--- src/rtl/md_alu_sequencer.sv ---
// Multi-cycle unsigned MULTU/DIVU/MTHI/MTLO sequencer that owns HI/LO.
// Every add/subtract step goes through the shared E-stage ALU.
module md_alu_sequencer #(
    parameter int WIDTH = 32
) (
    input  logic             clk,
    input  logic             reset,
    input  logic             start,
    input  logic [1:0]       md_op,
    input  logic [WIDTH-1:0] rs,
    input  logic [WIDTH-1:0] rt,
    output logic             busy,
    output logic             done,
    output logic [WIDTH-1:0] hi,
    output logic [WIDTH-1:0] lo,
    output logic [2:0]       alu_op,
    output logic [WIDTH-1:0] alu_a,
    output logic [WIDTH-1:0] alu_b,
    input  logic [WIDTH-1:0] alu_y
);

    localparam int CW = $clog2(WIDTH);

    typedef enum logic [1:0] {
        S_IDLE,
        S_MUL,
        S_DIV,
        S_DONE
    } state_t;

    state_t           state;
    state_t           state_nx;
    logic [WIDTH-1:0] mcand;
    logic [WIDTH-1:0] dvsr;
    logic [WIDTH-1:0] rem;
    logic [CW-1:0]    cnt;
    logic             last;
    logic             top;
    logic             carry;
    logic             take;

    assign last  = (cnt == CW'(WIDTH - 1));
    assign rem   = {hi[WIDTH-2:0], lo[WIDTH-1]};
    assign top   = hi[WIDTH-1];
    assign carry = (alu_y < alu_a);
    // top set means the shifted remainder already exceeds WIDTH bits
    assign take  = top | (rem >= dvsr);

    always_ff @(posedge clk) begin
        if (reset) begin
            state <= S_IDLE;
        end else begin
            state <= state_nx;
        end
    end

    always_comb begin
        state_nx = state;
        busy     = 1'b0;
        done     = 1'b0;
        alu_op   = 3'b000;
        alu_a    = '0;
        alu_b    = '0;
        unique case (state)
            S_IDLE: begin
                if (start && md_op == 2'b00) begin
                    state_nx = S_MUL;
                end else if (start && md_op == 2'b01) begin
                    state_nx = S_DIV;
                end
            end
            S_MUL: begin
                busy  = 1'b1;
                alu_a = hi;
                alu_b = lo[0] ? mcand : '0;
                if (last) state_nx = S_DONE;
            end
            S_DIV: begin
                busy   = 1'b1;
                alu_op = 3'b001;
                alu_a  = rem;
                alu_b  = dvsr;
                if (last) state_nx = S_DONE;
            end
            S_DONE: begin
                busy     = 1'b1;
                done     = 1'b1;
                state_nx = S_IDLE;
            end
            default: state_nx = S_IDLE;
        endcase
    end

    always_ff @(posedge clk) begin
        if (reset) begin
            hi    <= '0;
            lo    <= '0;
            mcand <= '0;
            dvsr  <= '0;
            cnt   <= '0;
        end else begin
            unique case (state)
                S_IDLE: begin
                    if (start) begin
                        unique case (md_op)
                            2'b00: begin
                                hi    <= '0;
                                lo    <= rt;
                                mcand <= rs;
                                cnt   <= '0;
                            end
                            2'b01: begin
                                hi   <= '0;
                                lo   <= rs;
                                dvsr <= rt;
                                cnt  <= '0;
                            end
                            2'b10: hi <= rs;
                            2'b11: lo <= rs;
                            default: ;
                        endcase
                    end
                end
                S_MUL: begin
                    hi  <= {carry, alu_y[WIDTH-1:1]};
                    lo  <= {alu_y[0], lo[WIDTH-1:1]};
                    cnt <= cnt + CW'(1);
                end
                S_DIV: begin
                    hi  <= take ? alu_y : rem;
                    lo  <= {lo[WIDTH-2:0], take};
                    cnt <= cnt + CW'(1);
                end
                default: ;
            endcase
        end
    end

endmodule

--- config.mk ---
export PLATFORM = sky130hd
export DESIGN_NAME = md_alu_sequencer
export DESIGN_NICKNAME = d
export VERILOG_FILES = /design/src/rtl/md_alu_sequencer.sv
export SDC_FILE = /design/constraint.sdc
export NUM_CORES = 1
export LEC_CHECK = 0
export CAP_MARGIN = 20
export CELL_PAD_IN_SITES_DETAIL_PLACEMENT = 1
export CELL_PAD_IN_SITES_GLOBAL_PLACEMENT = 2
export CORE_ASPECT_RATIO = 1.1
export CORE_MARGIN = 2
export CORE_UTILIZATION = 27
export DETAILED_ROUTE_END_ITERATION = 10
export HOLD_SLACK_MARGIN = 0.02
export PLACE_DENSITY_LB_ADDON = 0.1
export SYNTH_ARGS = -nofsm -noshare
export SYNTH_HDL_FRONTEND = slang
export SYNTH_SLANG_ARGS = --single-unit
--- constraint.sdc ---
create_clock -name clk -period 4.62 [get_ports clk]
set_clock_uncertainty 0.2 [all_clocks]
set_input_delay 0.462 -clock clk [delete_from_list [all_inputs] [get_ports clk]]
set_output_delay 0.462 -clock clk [all_outputs]
set_load 0.03 [all_outputs]
==> metrics.md, run 1 <==
| Metric | Value |
|---|---|
| Clock network fraction of design power | `around a fifth` |
| Drt first pass iters | `4` |
| Cell Count, Final, Fillers Out | `1872` |
| R2R Path End | `hi[31]` |
| Met2 wire length | `~17 mm` |
| Syn-to-layout area delta | `37.2%` |
| Grt ovf | `0` |
| Sequential fraction of the synthesis area | `between 20 and 30%` |
| Finish-stage setup viols | `0` |
| Die area | `between 0.03 and 0.04 mm²` |
| RSZ-0062 raised after global routing | `false` |
| Cts bufs inserted | `17` |
| Cells after synthesis | `1255` |
| Largest net degree at the start of global routing | `slightly above 100` |
| Vias per cell | `5.19` |
| Wire per inst | `20.7 µm` |
| Worst Setup End Kind | `output pin` |
| Yosys cell types | `55` |
| CTS tree | `done` |
| Clock insertion delay at the later pin of the skew report | `between 0.4 and 0.5 ns` |
| Worst rel slew slack | `roughly 37%` |
| Yosys warnings | `0` |
| Pwr per Cell Area | `approximately 700 mW/mm²` |
| Hold Crit Start | `reset` |
| CTS resizes | `0` |
| Final worst path period share | `between 80% and 90%` |
| Post-DP HPWL | `around 29 mm` |
| Placed insts | `1840` |
| Hold-fix buffers, CTS | `0` |
| Most frequent cells in the layout | `nand2_1 (274), clkdlybuf4s50_1 (229), a21oi_1 (155), dfxtp_1 (135), nor2_1 (114)` |
| Final nets | `between 1500 and 2000` |
| Met1 WL | `between 15 and 20 mm` |
| CTS max path bufs | `2` |
| FF-to-FF path depth | `11` |
| Share of layout cells above drive strength 1 | `between 5 and 6%` |
| First-pass GRT wire length | `~59 mm` |
| Synthesized cell area | `around 0.009 mm²` |
| GRT Util Overall | `between 20% and 30%` |
| Slew Viols, Final | `0` |
| Vias in the first global route | `approximately 10000` |
| Pint | `4580 µW` |
| Synth area leader | `dfxtp_1` |
| Hold Fails Final Rpt | `0` |
| GPL Wtd Cong | `slightly above 0.8` |
| # diodes | `0` |
| # IOs | `~230` |
| Flop pwr share | `about 22%` |
| Startpoint Class | `flip-flop` |
| Status | `finished clean` |
| CP Max Fanout | `53` |
| Port Buf Inserts | `around 230` |
| Reg clk slew, reported paths | `about 0.060 ns` |
| FMAX | `~250 MHz` |
| DRT iter0 DRCs | `roughly 510` |
| Hold EP | `state[1]` |
| Switching share of total power | `between 40 and 50%` |
| DIE WIDTH | `approximately 180 µm` |
| Critical path type | `reg -> out` |
| Top Metal Used | `met4` |
| Post-CTS Setup Bufs | `0` |
| Hold Crit Class | `in -> reg` |
| Area contributors post-synth | `dfxtp_1 (30%), nand2_1 (11%), ha_1 (9.6%), a21oi_1 (8.5%), mux2i_1 (7.0%)` |
| WL met3 | `1.41 mm` |
| Worst reg-to-reg setup slack | `0.96 ns` |
| Area fraction of the dominant cell type after synthesis | `29.6%` |
| Required @ worst endpoint | `roughly 4 ns` |
| DRC viols | `0` |
| Mean post-synth cell area | `approximately 7.3 µm²` |
| Worst-Margin Slew | `roughly 0.94 ns` |
| Antenna violations before repair | `0` |
| WHS Path Cells | `2` |
| FFs w/ async S/R, synth | `0%` |
| Critical Path AT | `about 3.3 ns` |
| CTS root buf | `clkbuf_16` |
| Routed Antenna Nets | `0` |
| EDFF count, synth | `0` |
| Most common cell after layout, fill and taps aside | `nand2_1` |
| Max VDD drop | `0.678 mV` |
| Area of the core | `approximately 0.033 mm²` |
| Die H | `197 µm` |
| Yosys reg bits | `about 140` |
| Minimum clock period | `around 3.9 ns` |
| Clock Sinks | `135` |
| Pleak | `between 0.004 and 0.005 µW` |
| Setup TNS Final | `0 ns` |
| Reg-to-reg startpoint | `state[0]` |
| Combinational power share | `between 50% and 60%` |
| Via Count | `9717` |
| Psw | `between 4000 and 5000 µW` |
| WHS | `0.0505 ns` |
| Max Cap Viol | `0` |
| H-tree depth | `4` |
| Starting Density | `a little over a quarter` |
| Overall routed net length | `just under 40 mm` |
| Core Rows | `70` |
| Synth Flop Type | `dfxtp_1` |
[synthesized netlist by cell type, types with 3 or more instances]
library cell and count:
inv_1 69, nor2b_1 3, mux2i_1 64, ha_1 70, a21oi_1 155, a221oi_1 32
buf_2 3, o21ai_0 8, dfxtp_1 135, a22oi_1 63, buf_1 12, buf_6 3
nor2_1 115, o21ai_1 33, a21o_1 3, a211oi_1 38, nand4_1 7, nand2_1 274
and2_1 3, nand3_1 11, clkbuf_1 82, a22o_1 30, nand2b_1 4
[sequential cells by signal, summed over array words and instances (netlist names)]
register / cells
cnt: 5
lo: 32
mcand: 32
state: 2
hi: 32
dvsr: 32
[worst max path at each step]
stage,start,endpoint,slack [ns]
final,state[0],alu_b[1],0.69
after CTS,state[0],alu_b[1],0.65
after global routing,state[0],alu_a[31],0.51
after detailed placement,state[0],hi[31],0.94
after global placement,state[1],alu_b[1],1.20
after floorplan,state[0],hi[31],1.21
[routing by layer]
layer / track usage, % / up-vias
met5: 0 / -
met4: 5.76 / 0
met3: 3.07 / 42
met2: 33.6 / 201
li1: - / 4754
met1: 32.3 / 4720
[critical path, cell delays in order, from the launching register on]
cell and delay [ns]:
dfxtp_1 0.43, inv_1 0.17, ha_4 0.69, inv_2 0.31, buf_4 0.30, nor2_1 0.21
clkdlybuf4s50_1 0.71
[area by class of cell]
cell class / instances / area (µm²)
fillers: 4048 / 20800
multi-input cells: 949 / 5810
flip-flops and latches: 135 / 2700
repair buffers: 255 / 2530
well taps: 432 / 541
clock buffers: 19 / 453
inverters: 70 / 263
clock inverters: 12 / 224
[stage by stage]
step | power, µW | cell area, µm² | util, % | setup WS [ns]
after global routing | 9230 | 12500 | 37.6 | 0.509
after CTS | 8750 | 12500 | 37.6 | 0.648
after global placement | 7040 | 11800 | 35.5 | 1.20
after detailed placement | 7100 | 11800 | 35.5 | 0.942
final | 8640 | 12500 | 37.6 | 0.692
after floorplan | 5410 | 9140 | - | 1.21
[power by group through the flow]
| stage | combinational (µW) | sequential (µW) | clock, µW |
|---|---|---|---|
| 6_report | 5090 | 1940 | 1620 |
| 5_1_grt | 5540 | 2000 | 1690 |
| 4_1_cts | 5140 | 1950 | 1660 |
| 3_5_place_dp | 5130 | 1970 | 0 |
| 3_3_place_gp | 5060 | 1980 | 0 |
| 2_1_floorplan | 3130 | 2280 | 0 |
[cells by family (layout without fill, tap and decap cells)]
group	Yosys count	count (layout)	synth area share, %
flip-flops	135	135	29.6
multiplexers	65	65	7.18
AO/OA/AOI/OAI	384	384	27.5
adder cells (fa/ha/maj)	70	70	9.59
other	1	2	0.0411
AND/OR/NAND/NOR	428	428	18.7
buffers and inverters	172	356	7.44
No activity file was read; power rests on OpenSTA's default activity.
==> inputs of run 2 (changes only) <==
--- a/config.mk
+++ b/config.mk
@@ -9,5 +9,4 @@
 export CELL_PAD_IN_SITES_DETAIL_PLACEMENT = 1
 export CELL_PAD_IN_SITES_GLOBAL_PLACEMENT = 2
-export CORE_ASPECT_RATIO = 1.1
 export CORE_MARGIN = 2
 export CORE_UTILIZATION = 27
==> constraint.sdc (replaced) <==
create_clock -name clk -period 4.62 [get_ports clk]
set_clock_uncertainty 0.2 [all_clocks]
set_input_delay 0.693 -clock clk [delete_from_list [all_inputs] [get_ports clk]]
set_output_delay 0.693 -clock clk [all_outputs]
set_load 0.03 [all_outputs]
==> run 2 against run 1 <==
- routed wire length rose by 0.69%
- first-iteration DRC count rose by 9.3%
- die area barely moved
- non-clock buffer count fell by 1
- clock power fell by 15%
- register-to-register slack got worse by 0.06 ns
- hold slack improved by 0.21 ns
- sequential power barely moved
- total power fell by 3.2%
- global-route usage fell by 0.19 points
- setup slack got worse by 0.060 ns
- largest cell class unchanged
==> metrics.md, run 2 (synthesis results as in run 1) <==
| Metric | Value |
|---|---|
| Grt ovf | `0 (unchanged)` |
| Core Rows | `67 (was 70)` |
| Worst Setup End Kind | `output pin (unchanged)` |
| Hold Crit Start | `mcand[22] (was reset)` |
| H-tree depth | `4 (unchanged)` |
| Overall routed net length | `39.0 mm (was 38.8 mm)` |
| Cts bufs inserted | `17 (unchanged)` |
| CTS max path bufs | `2 (unchanged)` |
| Vias per cell | `5.14 (was 5.19)` |
| # IOs | `234 (unchanged)` |
| Worst-Margin Slew | `0.857 ns (was 0.937 ns)` |
| CTS resizes | `0 (unchanged)` |
| Routed Antenna Nets | `0 (unchanged)` |
| Pwr per Cell Area | `674 mW/mm² (was 690 mW/mm²)` |
| Area of the core | `0.0334 mm² (was 0.0333 mm²)` |
| Post-DP HPWL | `28.7 mm (about the same)` |
| Worst rel slew slack | `42.7% (was 37.4%)` |
| Vias in the first global route | `9809 (was 9837)` |
| DIE WIDTH | `188 µm (was 179 µm)` |
| Port Buf Inserts | `231 (unchanged)` |
| Hold Fails Final Rpt | `0 (unchanged)` |
| CP Max Fanout | `34 (was 53)` |
| Starting Density | `27.3% (was 27.4%)` |
| Area after DPL | `0.0118 mm² (about the same)` |
| GPL Wtd Cong | `0.791 (was 0.830)` |
| Reg-to-reg startpoint | `state[0] (unchanged)` |
| Share of layout cells above drive strength 1 | `5.21% (unchanged)` |
| Required @ worst endpoint | `3.73 ns (was 3.96 ns)` |
| CTS tree | `done (unchanged)` |
| Minimum clock period | `3.99 ns (was 3.93 ns)` |
| Via Count | `9704 (was 9717)` |
| FMAX | `251 MHz (was 255 MHz)` |
| Antenna violations before repair | `0 (unchanged)` |
| Drt first pass iters | `4 (unchanged)` |
| Most frequent cells in the layout | `nand2_1 (273), clkdlybuf4s50_1 (229), a21oi_1 (155), dfxtp_1 (135), nor2_1 (114) (was nand2_1 (274), clkdlybuf4s50_1 (229), a21oi_1 (155), dfxtp_1 (135), nor2_1 (114))` |
| Critical Path AT | `3.10 ns (was 3.27 ns)` |
| Post-CTS Setup Bufs | `0 (unchanged)` |
| DRC viols | `0 (unchanged)` |
| # diodes | `0 (unchanged)` |
| DRT iter0 DRCs | `554 (was 507)` |
| Most common cell after layout, fill and taps aside | `nand2_1 (unchanged)` |
| Pleak | `0.00467 µW (was 0.00472 µW)` |
| Max Cap Viol | `0 (unchanged)` |
| Finish-stage setup viols | `0 (unchanged)` |
| CTS root buf | `clkbuf_16 (unchanged)` |
| Setup TNS Final | `0 ns (unchanged)` |
| Largest net degree at the start of global routing | `101 (was 102)` |
| Clock Sinks | `135 (unchanged)` |
| Max VDD drop | `0.434 mV (was 0.678 mV)` |
| Reg clk slew, reported paths | `0.07 ns (was 0.06 ns)` |
| Status | `finished clean (unchanged)` |
| Final worst path period share | `86.3% (was 85.0%)` |
| Syn-to-layout area delta | `35.9% (was 37.2%)` |
| RSZ-0062 raised after global routing | `false (unchanged)` |
| Startpoint Class | `flip-flop (unchanged)` |
| Clock insertion delay at the later pin of the skew report | `0.44 ns (about the same)` |
| Die area | `0.0353 mm² (about the same)` |
| Crit path from | `state[0] (unchanged)` |
| Final nets | `1598 (was 1599)` |
| GRT Util Overall | `21.9% (was 22.1%)` |
| Final instance area | `0.0124 mm² (was 0.0125 mm²)` |
| Critical path type | `reg -> out (unchanged)` |
| Wire per inst | `20.7 µm (about the same)` |
| Hold Crit Class | `reg -> reg (was in -> reg)` |
| Die H | `188 µm (was 197 µm)` |
| Hold-fix buffers, CTS | `0 (unchanged)` |
| Slew Viols, Final | `0 (unchanged)` |
| First-pass GRT wire length | `60.4 mm (was 59.4 mm)` |
-- run 2: cell types whose count changed in the layout (fill, tap and decap cells not counted), sizes merged --
cell / change
buf: -1
bufinv: -6
clkbuf: -2
clkinvlp: -1
inv: +10
-- run 2: metrics by stage --
stage          power [µW]  hold slack (ns)  setup WS (ns)  instances  utilization [%]
2_1_floorplan        5410            0.236           1.21       1256                -
3_3_place_gp         7000            0.242           1.10       1856             35.4
3_5_place_dp         7050            0.248          0.918       1856             35.4
4_1_cts              8460            0.258          0.593       1888             37.1
5_1_grt              8950            0.277          0.442       1888             37.1
6_report             8360            0.257          0.632       1888             37.1
-- run 2: cell type report --
class | instances | area (µm²)
Tap cell | 448 | 561
Clock buffer | 17 | 425
Multi-Input combinational cell | 949 | 5810
Timing Repair Buffer | 254 | 2490
Sequential cell | 135 | 2700
Clock inverter | 15 | 153
Fill cell | 4058 | 21000
Inverter | 70 | 264
-- run 2: path summary, 6_finish.rpt --
check,endpoint,slack [ns],depth (start not counted)
worst max-delay path,alu_a[30],0.63,8
worst min-delay path,mcand[22],0.26,2
worst max register to register,hi[31],0.90,12
worst min register to register,mcand[22],0.26,2
-- run 2: report_power, final --
part / internal, µW / total, µW / switching [µW] / leakage (µW)
Clock: 723 / 1380 / 661 / 0.000287
Combinational: 2030 / 5030 / 3000 / 0.00328
Sequential: 1460 / 1950 / 482 / 0.00110
-- run 2: routing by layer --
layer  up-vias  part of all wire [%]  track usage, %
met5         -                     0               0
met4         0                  0.97            4.03
met3        24                   3.8            2.70
met2       221                    43            33.1
met1      4705                    53            33.2
li1       4754                     -               -
-- run 2: critical path, stage by stage (launching register included) --
cell and delay, ns:
dfxtp_1 0.37, inv_1 0.20, ha_4 0.45, buf_4 0.41, buf_4 0.27, a22o_1 0.14
nand2_1 0.07, inv_1 0.07, clkdlybuf4s50_1 0.66
==> patch 1: new RTL, flow settings as in run 1 <==
The parameter `WIDTH` goes from 32 to 64.
--- a/src/rtl/md_alu_sequencer.sv
+++ b/src/rtl/md_alu_sequencer.sv
@@ -3,3 +3,3 @@
 module md_alu_sequencer #(
-    parameter int WIDTH = 32
+    parameter int WIDTH = 64
 ) (
Interface: changed (7 resized); port bits go from 234 to 458. The function was not compared with the original's and may differ.
==> patch 1 against run 1 <==
Area after synthesis grew 110%; combinational power increased by 50%; power increased by 67%; routed wire length increased by 140%; worst setup slack got worse by 0.39 ns; cell area grew 100%; sequential cell count is 129 higher; via count rose by 120%; largest cell class unchanged; highest routed layer unchanged.
==> patch 1: results (changes against run 1) <==
** Routing
- The violation count after the first detailed-route iteration was 1117 (+120%).
- Drt total wl :: 94500 um (+140%)
- The iteration count of the initial detailed-routing pass was 5 (+1).
- Count of vias placed by the detailed router :: 21248 (+120%)

** Global route
- The via count of the first global-routing pass is 22123 (+120%).
- Maximum number of pins on one net before global-route repair :: 93 (-8.8%)
- Initial antenna violation count :: 2 (+2)
- The wire length of the first global-routing pass is 141000 um (+140%).
- The total routing usage reported by global routing came to 25.4% (+3.4 points).

** Setup path
- Worst path slowest cell :: sky130_fd_sc_hd__clkdlybuf4s50_1
- The largest single stage delay on the critical path is 0.72 ns.
- Kind of cell adding the most delay to the critical path :: buffers and inverters
- Worst Path Arrival :: 3.65 ns (+0.38 ns)
- Critical path fanouts, max :: 68 (+28%)

** Clock network
- CTS H-tree lvls :: 2 (-2)
- CTS placed an instance of sky130_fd_sc_hd__clkbuf_16 at the clock tree root.
- Worst-case clock buffer depth :: 3 (+1)
- The clock edge transition at the registers on the reported setup and hold paths was 0.06 ns (about the same).
- Worst-skew pair later-pin latency :: 0.56 ns (+0.12 ns)
- The number of buffers created by CTS was 37 (+20).

** Synthesis
- The share of synthesized registers carrying an async set or reset was 0% (unchanged).
- The number of distinct standard cells referenced by the synthesized netlist was 49 (-11%).
- The fraction of the yosys area taken by sequential cells was 28.0% (-1.6 points).
- Most used flip-flop cell after synthesis :: sky130_fd_sc_hd__dfxtp_1
- In the post-synthesis netlist, the biggest area contributors are sky130_fd_sc_hd__dfxtp_1 (28%), sky130_fd_sc_hd__a21oi_1 (11%), sky130_fd_sc_hd__ha_1 (8.8%), sky130_fd_sc_hd__a211oi_1 (7.8%), sky130_fd_sc_hd__nand2_1 (7.2%).
- Sorting the synthesized cells by how often they occur yields sky130_fd_sc_hd__a21oi_1 (424), sky130_fd_sc_hd__nand2_1 (363), sky130_fd_sc_hd__dfxtp_1 (264).

** Placed design
- Weighted congestion at the end of routability-driven global placement :: 0.858 (+3.4%)
- The count of input and output buffers came to 455 (+97%).
- The placement-stage cell area was 24300 um^2 (+110%).
- Sum of net half-perimeters after detailed placement :: 67600 um (+140%)
- The pre-CTS setup slack is 0.385 ns (-0.557 ns).

** Hold path
- Path class of the lowest-slack min-delay path :: reg -> reg

** Power and ir drop
- Highest ir drop seen on vdd :: 0.438 mV (-35%)
- The leakage power summed over all cells was 9.82 nW (+110%).

** Timing
- Least-Margin Pin Slew :: 1.07 ns (+0.128 ns)

** Outcome
- Result of the run :: finished clean

** Cells and area
- FILL cells :: 8295 (+100%)
- Nets :: 3256 (+100%)
- The fraction of final layout cells sized beyond drive strength 1 is 4.27% (-0.94 points).
patch 1: cell types whose count changed after synthesis, moves of 65 or more:
cell | run 1 | this run
sky130_fd_sc_hd__a21oi_1 | 155 | 424
sky130_fd_sc_hd__nor2b_1 | 3 | 194
sky130_fd_sc_hd__a211o_1 | 1 | 66
sky130_fd_sc_hd__dfxtp_1 | 135 | 264
sky130_fd_sc_hd__nand3_1 | 11 | 78
sky130_fd_sc_hd__clkbuf_1 | 82 | 188
sky130_fd_sc_hd__inv_1 | 69 | 135
sky130_fd_sc_hd__a211oi_1 | 38 | 196
sky130_fd_sc_hd__nand2_1 | 274 | 363
sky130_fd_sc_hd__a22oi_1 | 63 | 131
patch 1: logic make-up after synthesis:
logic type	after synthesis	synth area share, %
compound gates	939	32.5
flops	264	28.0
buf+inv	370	7.80
other cells	1	0.0199
xor+xnor	4	0.186
simple gates	900	22.7
fa+ha+maj	133	8.82
patch 1: worst reg2reg max path: cells and delay by family (launching register included):
| kind | cells | cell delay [ns] |
|---|---|---|
| adders and majority gates | 2 | 0.90 |
| AOI/OAI and AO/OA | 7 | 1.71 |
| buffers and inverters | 2 | 0.55 |
| and+or+nand+nor | 2 | 0.39 |
| DFF | 1 | 0.35 |
patch 1: what timing repair did:
action,in CTS,in global routing
endpoints found under the setup margin,0,1
resized for setup,0,1
hold buffers,0,0
patch 1: metrics by stage:
step	power (mW)	cells
global route	15.3	3880
floorplan	8.13	2612
detailed placement	11.3	3814
CTS	14.5	3879
finish	14.4	3881
global placement	11.2	3814
patch 1: where the power goes:
part           internal [mW]  switching (mW)
logic                   2.69            4.95
clock network           1.94            1.19
registers               2.80           0.831
patch 1: worst paths after layout:
path	end	start	slack, ns	cells past startpoint
max	alu_b[9]	state[0]	0.30	7
min	mcand[14]	mcand[14]	0.25	2
max reg2reg	hi[63]	state[0]	0.43	13
min reg2reg	mcand[14]	mcand[14]	0.25	2
patch 1: area by class of cell:
class                           count  area (um^2)  share of cell area, %
Inverter                          135          507                   1.98
Timing Repair Buffer              510         5120                   20.0
Clock inverter                     11          209                  0.817
Sequential cell                   264         5290                   20.7
Antenna cell                        2         5.00                 0.0196
Multi-Input combinational cell   1978        12200                   47.8
Tap cell                          927         1160                   4.53
Clock buffer                       54         1070                   4.19
patch 1: per-layer routing:
| metal | vias up | GRT usage, % | routed length (um) |
|---|---|---|---|
| li1 | 9989 | - | - |
| met1 | 10595 | 32.7 | 42200 |
| met2 | 564 | 44.4 | 45900 |
| met3 | 100 | 3.55 | 4190 |
| met5 | - | 0 | 0 |
| met4 | 0 | 6.90 | 2200 |
==> patch 2: new RTL, settings of run 1 <==
Made on the original files. Re-encode `state_t` (4 states) as Gray code, 2 bits wide.
--- a/src/rtl/md_alu_sequencer.sv
+++ b/src/rtl/md_alu_sequencer.sv
@@ -24,6 +24,6 @@
     typedef enum logic [1:0] {
-        S_IDLE,
-        S_MUL,
-        S_DIV,
-        S_DONE
+        S_IDLE = 2'b00,
+        S_MUL  = 2'b01,
+        S_DIV  = 2'b11,
+        S_DONE = 2'b10
     } state_t;
Formal check against the unedited RTL: no difference found for any inputs over 4 cycles, from zero or initial values and one cycle with reset high; so few cycles prove little.
==> patch 2 against run 1 <==
Area after synthesis shrank 4.6%; core utilization up 0.74 points; sequential share of layout area grew 0.80 points; sequential cell count is the same; final cell count decreased by 9.4%; die area decreased by 4.5%; cell area down 3.3%; first-iteration DRC count down 9.1%; worst setup slack improved by 0.37 ns; synthesized cell count is 14% lower; routed wire length down 4.1%.
Power is not compared: it rests on default switching activity, and its combinational part moved more than twofold at a synthesized area within 25%.
==> patch 2: results (changes against run 1) <==
** Routing
- 1st-iter DRT viols :: 461 (-9.1%)
- The overall via count from detail_route came to 8800 (-9.4%).
- Amount of wire on met3 after detailed routing :: 1660 um (+18%)
- The iteration count of the initial detailed-routing pass came to 8 (+4).
- The detail-routed net length per standard cell is 21.9 um (+5.8%).
- Via-to-Cell Ratio :: 5.19 (about the same)

** Global route
- The via count of the first global-routing pass is 9080 (-7.7%).
- Maximum number of pins on one net before global-route repair :: 68 (-33%)
- First-pass GRT wire length :: 57100 um (-3.8%)
- The total routing usage reported by global routing came to 22.4% (+0.31 points).

** Placed design
- Number of instances in the placed design :: 1663 (-9.6%)
- Sum of net half-perimeters after detailed placement :: 27100 um (-5.8%)
- The final weighted congestion in routability-driven placement is 0.769 (-7.4%).
- Post-Place Worst Slack :: 1.26 ns (+0.314 ns)

** Synthesis
- Post-synth cell types :: 48 (-13%)
- Synth Area per Inst :: 8.10 um^2 (+11%)
- By area the synthesized netlist is led by sky130_fd_sc_hd__dfxtp_1 (31%), sky130_fd_sc_hd__ha_1 (9.3%), sky130_fd_sc_hd__mux2i_1 (7.6%), sky130_fd_sc_hd__nand2_1 (7.2%), sky130_fd_sc_hd__a21oi_1 (7.2%).
- Sorting the synthesized cells by how often they occur yields sky130_fd_sc_hd__nand2_1 (168), sky130_fd_sc_hd__dfxtp_1 (135), sky130_fd_sc_hd__a21oi_1 (125).
- Sequential area share after synthesis :: 31.0% (+1.4 points)

** Setup path
- Critical path fanouts, max :: 30 (-43%)
- Worst path slowest cell :: sky130_fd_sc_hd__dfxtp_4
- Logic depth of the worst register-to-register path :: 8 (-3)
- The delay of the slowest cell on the worst path was 0.63 ns (-0.08 ns).
- In this run the critical register-to-register path is captured at hi[0].
- Slack of the worst reg-to-reg path :: 1.23 ns (+0.27 ns)
- The data arrival time of the critical path came to 2.89 ns (-0.38 ns).
- The worst register-to-register path begins at hi[26].

** Cells and area
- The net count of the finished layout was 1429 (-11%).
- The filler cell count in the final layout is 3723 (-8.0%).
- Share of final-layout standard cells stronger than drive strength 1 :: 10.4% (+5.1 points)

** Hold path
- Hold Crit Start :: mcand[27]
- Path class of the lowest-slack min-delay path :: reg -> reg

** Timing
- Worst Hold Margin :: 0.256 ns (+0.205 ns)
- Relative slew margins :: 45.9% (+8.5 points)

** Outcome
- The run finished with clean final reports.

** Clock network
- The number of buffers inserted to repair setup after CTS was 0 (unchanged).
- The clock edge transition at the registers on the reported setup and hold paths is 0.06 ns (about the same).
- Cts repair resizes :: 0 (unchanged)
## patch 2: how the worst max path moves through the flow
| stage | startpoint | endpoint | slack, ns |
|---|---|---|---|
| 6_report | state[1] | alu_b[1] | 1.06 |
| 4_1_cts | state[1] | alu_op[0] | 0.97 |
| 2_1_floorplan | state[0] | hi[31] | 1.50 |
| 3_3_place_gp | hi[28] | hi[2] | 1.18 |
| 3_5_place_dp | lo[31] | hi[0] | 1.26 |
| 5_1_grt | state[1] | alu_b[1] | 0.90 |
## patch 2: logic make-up (layout without fill, tap and decap cells)
group | after synthesis | in the layout | share of synthesized area, %
AOI/OAI and AO/OA | 326 | 326 | 25.3
and+or+nand+nor | 298 | 298 | 15.2
buffers and inverters | 154 | 352 | 7.48
DFF | 135 | 135 | 31.0
muxes | 97 | 97 | 11.6
adders and majority gates | 65 | 65 | 9.34
other | 1 | 3 | 0.0430
## patch 2: power by group through the flow
stage | Clock [mW] | Sequential, mW | Combinational [mW]
after detailed placement | 0 | 1.35 | 1.01
final | 1.43 | 1.32 | 1.01
after global placement | 0 | 1.35 | 1.00
after CTS | 1.47 | 1.33 | 1.02
after global routing | 1.52 | 1.34 | 1.09
after floorplan | 0 | 1.39 | 0.597
## patch 2: cell type report
type / count / area [um^2] / share of cell area [%]
multi-input combinational: 788 / 5400 / 44.6
antenna: 1 / 2.50 / 0.0207
sequential: 135 / 2710 / 22.4
clock buffer: 19 / 443 / 3.66
tap: 420 / 526 / 4.34
clock inverter: 12 / 154 / 1.27
timing repair buffer: 255 / 2630 / 21.7
inverter: 66 / 248 / 2.05
## patch 2: metrics by stage
stage / cell area [um^2] / total power [mW] / utilization, %
final: 12100 / 3.76 / 38.4
after global routing: 12100 / 3.95 / 38.4
after CTS: 12100 / 3.81 / 38.3
after detailed placement: 11500 / 2.36 / 36.4
after global placement: 11500 / 2.35 / 36.4
after floorplan: 8710 / 1.98 / -
## patch 2: tightest hold or removal path: cells and delay by family (launching register included)
kind | cells | cell delay (ns)
flops | 1 | 0.31
compound gates | 1 | 0.05
simple gates | 1 | 0.05
## patch 2: routing by layer
layer	vias to the layer above	GRT usage [%]
met4	0	5.80
met1	4283	29.6
met2	236	37.5
met3	29	4.00
met5	-	0
li1	4252	-
